$ cat config.mk
export PLATFORM = sky130hd
export DESIGN_NAME = param_fifo
export DESIGN_NICKNAME = d
export VERILOG_FILES = /design/src/rtl/param_fifo.sv
export SDC_FILE = /design/constraint.sdc
export NUM_CORES = 1
export LEC_CHECK = 0
export ABC_AREA = 1
export CAP_MARGIN = 20
export CORE_MARGIN = 2
export CORE_UTILIZATION = 35
export CTS_CLUSTER_DIAMETER = 50
export CTS_CLUSTER_SIZE = 16
export DETAILED_ROUTE_END_ITERATION = 10
export PLACE_DENSITY = 0.57
export SETUP_SLACK_MARGIN = 0.05
export SLEW_MARGIN = 20
export SYNTH_ARGS = -nofsm -noshare
export SYNTH_HDL_FRONTEND = slang
export SYNTH_SLANG_ARGS = --single-unit
$ cat constraint.sdc
create_clock -name clk -period 2.59 [get_ports clk]
set_input_delay 0.518 -clock clk [delete_from_list [all_inputs] [get_ports clk]]
set_output_delay 0.518 -clock clk [all_outputs]
set_load 0.02 [all_outputs]
$ cat src/rtl/param_fifo.sv
// param_fifo: parametrised synchronous FIFO with standard/FWFT read modes,
// occupancy count, almost flags, synchronous flush and sticky error flags.
module param_fifo #(
  parameter int DATA_WIDTH = 8,
  parameter int DEPTH      = 8,
  parameter int FWFT       = 0,
  parameter int AF_THRESH  = DEPTH - 1,
  parameter int AE_THRESH  = 1,
  localparam int CW        = $clog2(DEPTH + 1)
) (
  input  logic                  clk,
  input  logic                  rst_n,
  input  logic                  clr,
  input  logic                  wren,
  input  logic [DATA_WIDTH-1:0] i_data,
  input  logic                  rden,
  output logic [DATA_WIDTH-1:0] o_data,
  output logic                  full,
  output logic                  empty,
  output logic                  almost_full,
  output logic                  almost_empty,
  output logic [CW-1:0]         count,
  output logic                  overflow,
  output logic                  underflow
);
  localparam int PW = $clog2(DEPTH);

  if (DEPTH < 2 || AF_THRESH > DEPTH || AE_THRESH >= DEPTH) begin : g_bad_params
    $error("param_fifo: illegal DEPTH or threshold parameters");
  end

  logic [DATA_WIDTH-1:0] mem_q [DEPTH];
  logic [PW-1:0]         wr_ptr_q, wr_ptr_d, rd_ptr_q, rd_ptr_d;
  logic [CW-1:0]         count_q, count_d;
  logic [DATA_WIDTH-1:0] rdata_q, rdata_d;
  logic                  overflow_q, overflow_d, underflow_q, underflow_d;
  logic                  do_wr, do_rd;

  assign full         = count_q == CW'(DEPTH);
  assign empty        = count_q == '0;
  assign almost_full  = count_q >= CW'(AF_THRESH);
  assign almost_empty = count_q <= CW'(AE_THRESH);
  assign count        = count_q;
  assign overflow     = overflow_q;
  assign underflow    = underflow_q;
  assign o_data       = (FWFT != 0) ? (empty ? '0 : mem_q[rd_ptr_q]) : rdata_q;

  // clr masks both requests so they neither move state nor raise sticky flags
  always_comb begin
    do_wr       = wren && !full && !clr;
    do_rd       = rden && !empty && !clr;
    wr_ptr_d    = clr ? '0 : !do_wr ? wr_ptr_q : (wr_ptr_q == PW'(DEPTH - 1)) ? '0 : wr_ptr_q + PW'(1);
    rd_ptr_d    = clr ? '0 : !do_rd ? rd_ptr_q : (rd_ptr_q == PW'(DEPTH - 1)) ? '0 : rd_ptr_q + PW'(1);
    count_d     = clr ? '0 : count_q + CW'(do_wr) - CW'(do_rd);
    rdata_d     = do_rd ? mem_q[rd_ptr_q] : rdata_q;
    overflow_d  = !clr && (overflow_q || (wren && full));
    underflow_d = !clr && (underflow_q || (rden && empty));
  end

  always_ff @(posedge clk or negedge rst_n) begin
    if (!rst_n) begin
      wr_ptr_q    <= '0;
      rd_ptr_q    <= '0;
      count_q     <= '0;
      rdata_q     <= '0;
      overflow_q  <= 1'b0;
      underflow_q <= 1'b0;
    end else begin
      wr_ptr_q    <= wr_ptr_d;
      rd_ptr_q    <= rd_ptr_d;
      count_q     <= count_d;
      rdata_q     <= rdata_d;
      overflow_q  <= overflow_d;
      underflow_q <= underflow_d;
    end
  end

  always_ff @(posedge clk) begin
    if (do_wr) mem_q[wr_ptr_q] <= i_data;
  end
endmodule

==> reports/results.tsv <==
metric	value	unit
place_ws	0.0888	ns
synthMostInstantiatedCell	nand2_1	
hold_class	flop to flop	
synth_top_cells_by_count	nand2_1 (112), inv_1 (67), edfxtp_1 (64)	
synth_largest_area_cell	edfxtp_1	
row_count	38	
port_buffers	30	
r2r_end	count[2]	
fin_util	41.7	%
holdBufCountCts	0	
clock_sinks	84	
worst_hold_slack	0.489	ns
gp_congestion	0.783	
setup_viol	0	
endpoint	empty	
layout.cells.non_filler	569	
synth_top_family_by_area	simple AND/OR/NAND/NOR gates	
drive_above_1_share	9.79	%
cts_tree	built	
io_pins	31	
synth-edff-count	64	
ys_async_sr_fraction	23.8	%
synth-adder-area-share	4.40	%
fmax	416	MHz
regToRegSetupSlack	0.37	ns
ys_types	24	
status	completed	
crit_path_frequent_cell	inv_1	
clock_latency	0.35	ns
yosys.area_share.simple	20.9	%
ir_drop	397	uV
die_area	11900	sq um
synth_compound_area_share	1.52	%
antenna_found_initial	0	
syn-instance-count	379	
cp_slowest_cell	clkdlybuf4s50_1	
final_hold_viol_count	0	
grt_pass1_vias	2455	
vias	2557	
grt_pass1_wl	12600	um
setup_ws	0.189	ns
tightest_slew	0.547	ns
ant_nets	0	
synth.top_cell.area_share	49.7	%
power.total	3.83	mW
cts_buffer_depth	2	
drt-pass1-iter-count	4	
p_leak	2.00	nW
ys_seq_elements	84	
dpl_cell_area	4340	sq um
viasPerCell	4.49	
antenna_cells	0	
numCtsBuffers	9	
synth_area	3870	sq um
r2r_cells	11	
cp-start-kind	flop	
critPathMaxStageDelay	0.60	ns
rsz0062_at_grt	no	
grt_max_degree	34	
crit_type	flop to primary output	
pwr_density_cell	851	nW/um^2
final_nets	450	
post-dp-hpwl	5210	um
grt_usage	14.5	%
drv_slew	0	
critPathMaxFanout	4	
drv_cap	0	
regToRegStartpoint	count[2]	
cts_setup_buffers	0	
grt-ovfl-total	0	
fin_crit_sh	92.7	%
totalWireLength	7830	um
critical_path_arrival	1.88	ns
route.detailed.wl_per_inst	13.8	um
route.detailed.drc	0	
placed_cells	553	
ys_warn_count	0	
muxShareOfSynthArea	0	%
htreeDepth	3	
synthXorXnorAreaFrac	0.227	%
end_kind	primary output	
design_area	4500	sq um
root_buffer	clkbuf_8	
die_width	109	um
skew	0.00943	ns
die_y	109	um
drtIter0Drc	87	
synth_nets	405	
setup_tns	0	ns
relSlewSlack	63.5	%
ys_seq_area_share	62.7	%
core-area	10800	sq um
required	2.07	ns
path_cells	inv_1 -> ha_1 -> nand2_2 -> inv_1 -> clkdlybuf4s50_1	
clk_pin_slew	0.08	ns
yosys_most_used_dff	edfxtp_1	
area_delta_synth_final	16.5	%
synthTopCellsByArea	edfxtp_1 (50%), dfrtp_1 (13%), nand2_1 (11%)	
synth_area_per_cell	10.2	sq um
start_util	35.8	%
cts_resized	1	
period_needed	2.40	ns
crit_start	count[2]	
[critical path: cells and delay by family (launching register included)]
kind	cells	cell delay, ns
simple gates	1	0.09
buf+inv	3	0.81
flops	1	0.41
fa+ha+maj	1	0.23
[routing by layer]
metal | global-route usage (%) | wire (um) | vias to the layer above
met2 | 24.1 | 3780 | 38
met1 | 19.2 | 3710 | 1221
met4 | 5.49 | 118 | 0
met3 | 2.15 | 216 | 11
li1 | - | - | 1287
met5 | 0 | 0 | -
[cells in the final DEF (no fill, tap or decap), drive strengths merged]
cell type,count
clkbuf,9
dfrtp,20
buf,17
fa,1
dlygate4sd2,1
inv,70
clkinvlp,1
nor2,17
nand3,52
ha,12
clkdlybuf4s50,29
edfxtp,64
and2,1
a21oi,4
xnor2,1
nand2,117
clkinv,6
o21ai,6
a21o,1
[power by group]
part	internal (mW)	switching [mW]	leakage [nW]	total, mW
Sequential	1.59	0.108	0.839	1.70
Clock	0.343	0.459	0.0845	0.802
Combinational	0.534	0.796	1.08	1.33
Total	2.47	1.36	2.00	3.83
[sequential cells by signal, indices dropped and copies added (netlist names)]
signal and count:
rd_ptr_q 3, wr_ptr_q 3, o_data 8, mem_q 64
underflow 1, count 4, overflow 1
[layout make-up]
class / count / area [sq um]
fill: 1077 / 6290
sequential: 84 / 2420
multi-input combinational: 212 / 1050
timing repair buffer: 47 / 427
inverter: 70 / 265
tap: 140 / 175
clock buffer: 9 / 124
clock inverter: 7 / 42.5
[worst min-delay path by stage]
stage,start,cells past startpoint,slack (ns),end
after global routing,o_data[6],2,0.52,o_data[6]
final,o_data[7],2,0.49,o_data[7]
after CTS,o_data[7],2,0.50,o_data[7]
after floorplan,rst_n,0,0.22,count[0]
after global placement,o_data[6],2,0.47,o_data[6]
after detailed placement,o_data[6],2,0.47,o_data[6]
[kinds of logic after synthesis]
family | count (synthesis)
flops | 84
buf+inv | 83
simple gates | 187
compound gates | 11
xor+xnor | 1
fa+ha+maj | 13
Power figures use the tool's default switching activity.
